[config.mk]
export PLATFORM = sky130hd
export DESIGN_NAME = norm_pack
export DESIGN_NICKNAME = d
export VERILOG_FILES = /design/src/rtl/norm_pack.sv
export SDC_FILE = /design/constraint.sdc
export NUM_CORES = 1
export LEC_CHECK = 0
export CELL_PAD_IN_SITES_DETAIL_PLACEMENT = 1
export CELL_PAD_IN_SITES_GLOBAL_PLACEMENT = 1
export CORE_UTILIZATION = 41
export DETAILED_ROUTE_END_ITERATION = 7
export GPL_TIMING_DRIVEN = 0
export PLACE_DENSITY_LB_ADDON = 0.05
export SYNTH_ARGS = -nofsm -noshare
export SYNTH_HDL_FRONTEND = slang
export SYNTH_SLANG_ARGS = --single-unit
[constraint.sdc]
create_clock -name clk -period 3.35 [get_ports clk]
set_input_delay 0.67 -clock clk [delete_from_list [all_inputs] [get_ports clk]]
set_output_delay 0.67 -clock clk [all_outputs]
set_load 0.05 [all_outputs]
[src/rtl/norm_pack.sv]
// Normalizes an unpacked sign/exponent/significand and packs it into IEEE-754 single; NORM_PACK_RNE_EN selects round-to-nearest-even, otherwise truncation.
// Latency: 3 cycles from accept to out_valid for a normalized operand, plus one cycle per NORM shift step.
// Backpressure: one operand in flight; in_ready only in IDLE, result held in OUT until out_ready.
module norm_pack #(
    parameter int EXP_W = 10
) (
    input  logic             clk,
    input  logic             rst_n,
    input  logic             in_valid,
    output logic             in_ready,
    input  logic             in_sign,
    input  logic [EXP_W-1:0] in_exp,
    input  logic [24:0]      in_sig,
    output logic             out_valid,
    input  logic             out_ready,
    output logic [31:0]      out_result,
    output logic             out_overflow,
    output logic             out_underflow
);

    typedef enum logic [1:0] {S_IDLE, S_NORM, S_ROUND, S_OUT} state_t;

    localparam logic signed [EXP_W-1:0] EXP_ONE = EXP_W'(1);
    localparam logic signed [EXP_W-1:0] EXP_LO  = EXP_W'(-25);
    localparam logic signed [EXP_W-1:0] EXP_MAX = EXP_W'(255);

    state_t                  r_state, w_state_nxt;
    logic                    r_sign, w_sign_nxt;
    logic signed [EXP_W-1:0] r_exp, w_exp_nxt;
    logic [24:0]             r_sig, w_sig_nxt;
    logic                    r_guard, w_guard_nxt;
    logic                    r_sticky, w_sticky_nxt;
    logic                    r_nz, w_nz_nxt;
    logic [31:0]             r_result, w_result_nxt;
    logic                    r_ovf, w_ovf_nxt;
    logic                    r_udf, w_udf_nxt;

    logic [24:0]             w_rsig;
    logic signed [EXP_W-1:0] w_rexp;
    logic [7:0]              w_fld;

    always_ff @(posedge clk or negedge rst_n) begin
        if (!rst_n) begin
            r_state <= S_IDLE;
        end else begin
            r_state <= w_state_nxt;
        end
    end

    always_ff @(posedge clk or negedge rst_n) begin
        if (!rst_n) begin
            r_sign   <= 1'b0;
            r_exp    <= '0;
            r_sig    <= '0;
            r_guard  <= 1'b0;
            r_sticky <= 1'b0;
            r_nz     <= 1'b0;
            r_result <= '0;
            r_ovf    <= 1'b0;
            r_udf    <= 1'b0;
        end else begin
            r_sign   <= w_sign_nxt;
            r_exp    <= w_exp_nxt;
            r_sig    <= w_sig_nxt;
            r_guard  <= w_guard_nxt;
            r_sticky <= w_sticky_nxt;
            r_nz     <= w_nz_nxt;
            r_result <= w_result_nxt;
            r_ovf    <= w_ovf_nxt;
            r_udf    <= w_udf_nxt;
        end
    end

    always_comb begin
        w_state_nxt  = r_state;
        w_sign_nxt   = r_sign;
        w_exp_nxt    = r_exp;
        w_sig_nxt    = r_sig;
        w_guard_nxt  = r_guard;
        w_sticky_nxt = r_sticky;
        w_nz_nxt     = r_nz;
        w_result_nxt = r_result;
        w_ovf_nxt    = r_ovf;
        w_udf_nxt    = r_udf;

        // Rounded view of the current operand; r_sig[24] is always clear on entry to ROUND
        w_rsig = r_sig;
`ifdef NORM_PACK_RNE_EN
        if (r_guard && (r_sticky || r_sig[0])) begin
            w_rsig = r_sig + 25'd1;
        end
`endif
        w_rexp = r_exp;
        if (w_rsig[24]) begin
            w_rsig = {1'b0, w_rsig[24:1]};
            w_rexp = r_exp + EXP_ONE;
        end
        w_fld = w_rsig[23] ? w_rexp[7:0] : 8'h00;

        case (r_state)
            S_IDLE: begin
                if (in_valid) begin
                    w_sign_nxt   = in_sign;
                    w_exp_nxt    = in_exp;
                    w_sig_nxt    = in_sig;
                    w_guard_nxt  = 1'b0;
                    w_sticky_nxt = 1'b0;
                    w_nz_nxt     = |in_sig;
                    w_state_nxt  = S_NORM;
                end
            end
            S_NORM: begin
                if (r_sig == 25'd0) begin
                    w_exp_nxt   = EXP_ONE;
                    w_state_nxt = S_ROUND;
                end else if (r_sig[24] || (r_exp < EXP_ONE && r_exp >= EXP_LO)) begin
                    w_sig_nxt    = {1'b0, r_sig[24:1]};
                    w_guard_nxt  = r_sig[0];
                    w_sticky_nxt = r_sticky | r_guard;
                    w_exp_nxt    = r_exp + EXP_ONE;
                end else if (r_exp < EXP_LO) begin
                    // Far below the subnormal range: everything collapses into sticky
                    w_sticky_nxt = r_sticky | (|r_sig);
                    w_sig_nxt    = '0;
                    w_exp_nxt    = EXP_ONE;
                end else if (!r_sig[23] && r_exp > EXP_ONE) begin
                    w_sig_nxt = {r_sig[23:0], 1'b0};
                    w_exp_nxt = r_exp - EXP_ONE;
                end else begin
                    w_state_nxt = S_ROUND;
                end
            end
            S_ROUND: begin
                w_sig_nxt    = w_rsig;
                w_exp_nxt    = w_rexp;
                w_guard_nxt  = 1'b0;
                w_sticky_nxt = 1'b0;
                if (w_rexp >= EXP_MAX) begin
                    w_result_nxt = {r_sign, 8'hFF, 23'h0};
                    w_ovf_nxt    = 1'b1;
                    w_udf_nxt    = 1'b0;
                end else begin
                    w_result_nxt = {r_sign, w_fld, w_rsig[22:0]};
                    w_ovf_nxt    = 1'b0;
                    w_udf_nxt    = (w_fld == 8'h00) && r_nz;
                end
                w_state_nxt = S_OUT;
            end
            S_OUT: begin
                if (out_ready) begin
                    w_state_nxt = S_IDLE;
                end
            end
            default: w_state_nxt = S_IDLE;
        endcase
    end

    assign in_ready      = (r_state == S_IDLE);
    assign out_valid     = (r_state == S_OUT);
    assign out_result    = r_result;
    assign out_overflow  = r_ovf;
    assign out_underflow = r_udf;

endmodule

==> out/metrics.cfg, run 1 <==
[clocking]
cts_buffers = 9
cts_root_buffer = clkbuf_16
clk_pin_slew_worst_paths_ns = 0.07
cts_sinks = 73
post_cts_buffers = 0
clock_latency_ns = 0.36
htreeDepth = 3
clock_path_buffers = 2
cts_tree = yes

[floorplanning]
io_pins = 76
die_w_um = 113
die_h_um = 113
die-area_um2 = 12800
core_area_um2 = 12000
rows = 40
start_util = 0.421

[layout]
drive_above_1_share = 0.113
final_cells = 822
finalNetCount = 717
register_area_um2 = 1830
multi_input_area_um2 = 2930
antenna_cells = 0
fill_cells = 1450
area_delta_synth_final_pct = 24.9
final_core_util = 0.525

[routing]
ant_nets = 0
avgRoutedWirePerCell_um = 23.5
vias = 5228
avgViaCountPerCell = 6.36
route.detailed.drc = 0
wl_mm = 19.3
first_pass_iters = 5
drtIter0Drc = 377

[timing]
slew_viol_final = 0
clock.fmax_mhz = 313
finalHoldViolations = 0
finalSetupViolations = 0
layout_setup_ws_ns = 0.152
clock_skew_ns = 0.00815
worstMarginPinSlew_ns = 0.676
period_minus_slack_ns = 3.20
rsz0062_at_grt = no
period_share = 0.955
finalSetupTns_ns = 0
slew_headroom = 0.547

[worst_setup_path]
critPathBufInv = 3
rr_startpoint = r_exp[0]
worst_path_max_delay_cell = o41ai_1
worstPathMaxFanout = 10
cp-startpoint = r_exp[0]
cp.required_ns = 3.56
cp.arrival_ns = 3.40
worstSetupEndpointType = flop
worstSetupPathType = flop to flop
worstPathCellList = clkbuf_2 -> inv_1 -> ha_1 -> nor2b_1 -> a311oi_4 -> nor2_1 -> buf_2 -> o41ai_1 -> o21ai_0 -> o2bb2ai_1
cp-start-kind = flop
crit_family = compound AO/OA/AOI/OAI gates
slowest_delay_ns = 0.55

[placed_design]
portBuffers = 75
gp_congestion = 0.887
dp.cells = 806
dpl_worst_slack_ns = 0.0429
dp_hpwl_mm = 14.2

[min_path]
hp-class = input pin to asynchronous set/reset pin

[logic_synthesis]
synth_edf_count = 0
synth_top_area_share = 0.362
synthArstFlopShare = 1.00
synthMostInstantiatedCell = nand2_1
synth.distinct_cells = 62
syn_area_um2 = 5050
synth.top_cells.by_area = dfrtp_1, nand2_1, mux2_2
yosys_most_used_dff = dfrtp_1
synth_top_cell_by_area = dfrtp_1
syn_area_per_cell_um2 = 8.66
ys_warn_count = 0
syn_nets = 630
synth_common_cells = nand2_1, dfrtp_1, nor2_1
ys_seq_elements = 73
synth_cells = 583
seq_area_frac_synth = 0.362

[power]
p_total_uw = 8140
powerDensity_nw_per_um2 = 1290
leakagePower_uw = 0.00248
ir_drop_v = 0.000532

[global_route]
grt_start_max_net_pins = 50
antenna_found_initial = 0
grt_pass1_wl_mm = 30.8
grt-ovfl-total = 0
grt_pass1_vias = 5537
grtUsageTotal = 0.316

[flow_run]
cap_violations = 0

[status]
outcome = completed

## final timing paths
kind,endpoint,slack (ns),cells past startpoint
max,r_exp[5],0.15,10
min,r_exp[6],0.22,1
max reg2reg,r_exp[5],0.15,10
min reg2reg,out_result[22],0.49,1
max in group asynchronous,r_nz,2.52,2
min in group clk,out_result[22],0.49,1
## area by class of cell
cell class	count	share of cell area
Tap cell	147	0.0292
Timing Repair Buffer	76	0.123
Clock inverter	6	0.0107
Buffer	53	0.0387
Inverter	15	0.00893
Clock buffer	10	0.0363
Sequential cell	73	0.290
Multi-Input combinational cell	442	0.464
## kinds of logic after synthesis
family,after synthesis,share of synthesized area
fa+ha+maj,7,0.0173
mux,33,0.0721
xor+xnor,8,0.0139
flops,73,0.362
compound gates,190,0.285
simple gates,204,0.191
buf+inv,68,0.0592
## report_power, final
group	switching, µW	leakage (µW)	internal, µW
Sequential	357	0.000918	1290
Clock	434	0.000139	580
Combinational	3610	0.00143	1880
Total	4400	0.00248	3740
## sequential cells by signal, indices dropped and copies added, names as in the netlist
| name | cells |
|---|---|
| out_result | 32 |
| r_sig | 25 |
| r_exp | 10 |
| r_state | 2 |
| out_overflow | 1 |
| out_underflow | 1 |
| r_nz | 1 |
| r_sign | 1 |
## metrics by stage
| stage | instance area [µm²] | hold WS [ns] |
|---|---|---|
| after floorplan | 5050 | 0.374 |
| after global routing | 6310 | 0.258 |
| final | 6310 | 0.223 |
| after detailed placement | 6010 | 0.473 |
| after global placement | 5990 | 0.472 |
| after CTS | 6310 | 0.244 |
## what timing repair did
| item | in CTS | in global routing |
|---|---|---|
| resized for setup | 0 | 2 |
| endpoints found under the setup margin | 0 | 22 |
| hold buffers | 0 | 0 |
## routing by layer
metal / track usage / part of all wire
met5: 0 / 0
met4: 0.155 / 0.039
met3: 0.0503 / 0.050
met2: 0.531 / 0.48
met1: 0.398 / 0.43
## placed cells by master, fill, tap and decap left out, types with 5 or more instances in the layout
| master | count |
|---|---|
| o41ai_1 | 23 |
| a221oi_1 | 22 |
| nor2_1 | 36 |
| inv_1 | 14 |
| o2bb2ai_1 | 27 |
| nor4_1 | 12 |
| a31oi_1 | 5 |
| dfrtp_1 | 73 |
| or3_1 | 5 |
| clkdlybuf4s50_1 | 74 |
| o22ai_1 | 6 |
| o22a_1 | 8 |
| nand4_1 | 5 |
| nand3_1 | 9 |
| clkbuf_1 | 30 |
| clkbuf_16 | 9 |
| or4_1 | 5 |
| xnor2_1 | 8 |
| o21ai_0 | 27 |
| nand2_1 | 101 |
| a21oi_1 | 31 |
| nor3_1 | 9 |
| mux2i_1 | 6 |
| mux2_2 | 26 |
| buf_2 | 14 |
| ha_1 | 7 |
## worst reg2reg max path, cell delays in order (launching register included)
cell and delay [ns]:
dfrtp_1 0.44, clkbuf_2 0.25, inv_1 0.12, ha_1 0.25
nor2b_1 0.19, a311oi_4 0.49, nor2_1 0.14, buf_2 0.24
o41ai_1 0.55, o21ai_0 0.21, o2bb2ai_1 0.17
Power figures use the tool's default switching activity.
==> run 2: changes to the inputs <==
--- a/config.mk
+++ b/config.mk
@@ -5,6 +5,7 @@
 export SDC_FILE = /design/constraint.sdc
 export NUM_CORES = 1
 export LEC_CHECK = 0
+export CAP_MARGIN = 20
 export CELL_PAD_IN_SITES_DETAIL_PLACEMENT = 1
 export CELL_PAD_IN_SITES_GLOBAL_PLACEMENT = 1
 export CORE_UTILIZATION = 41
==> results of run 2 <==
The final DEF is identical to that of run 1; final timing and power are the same.
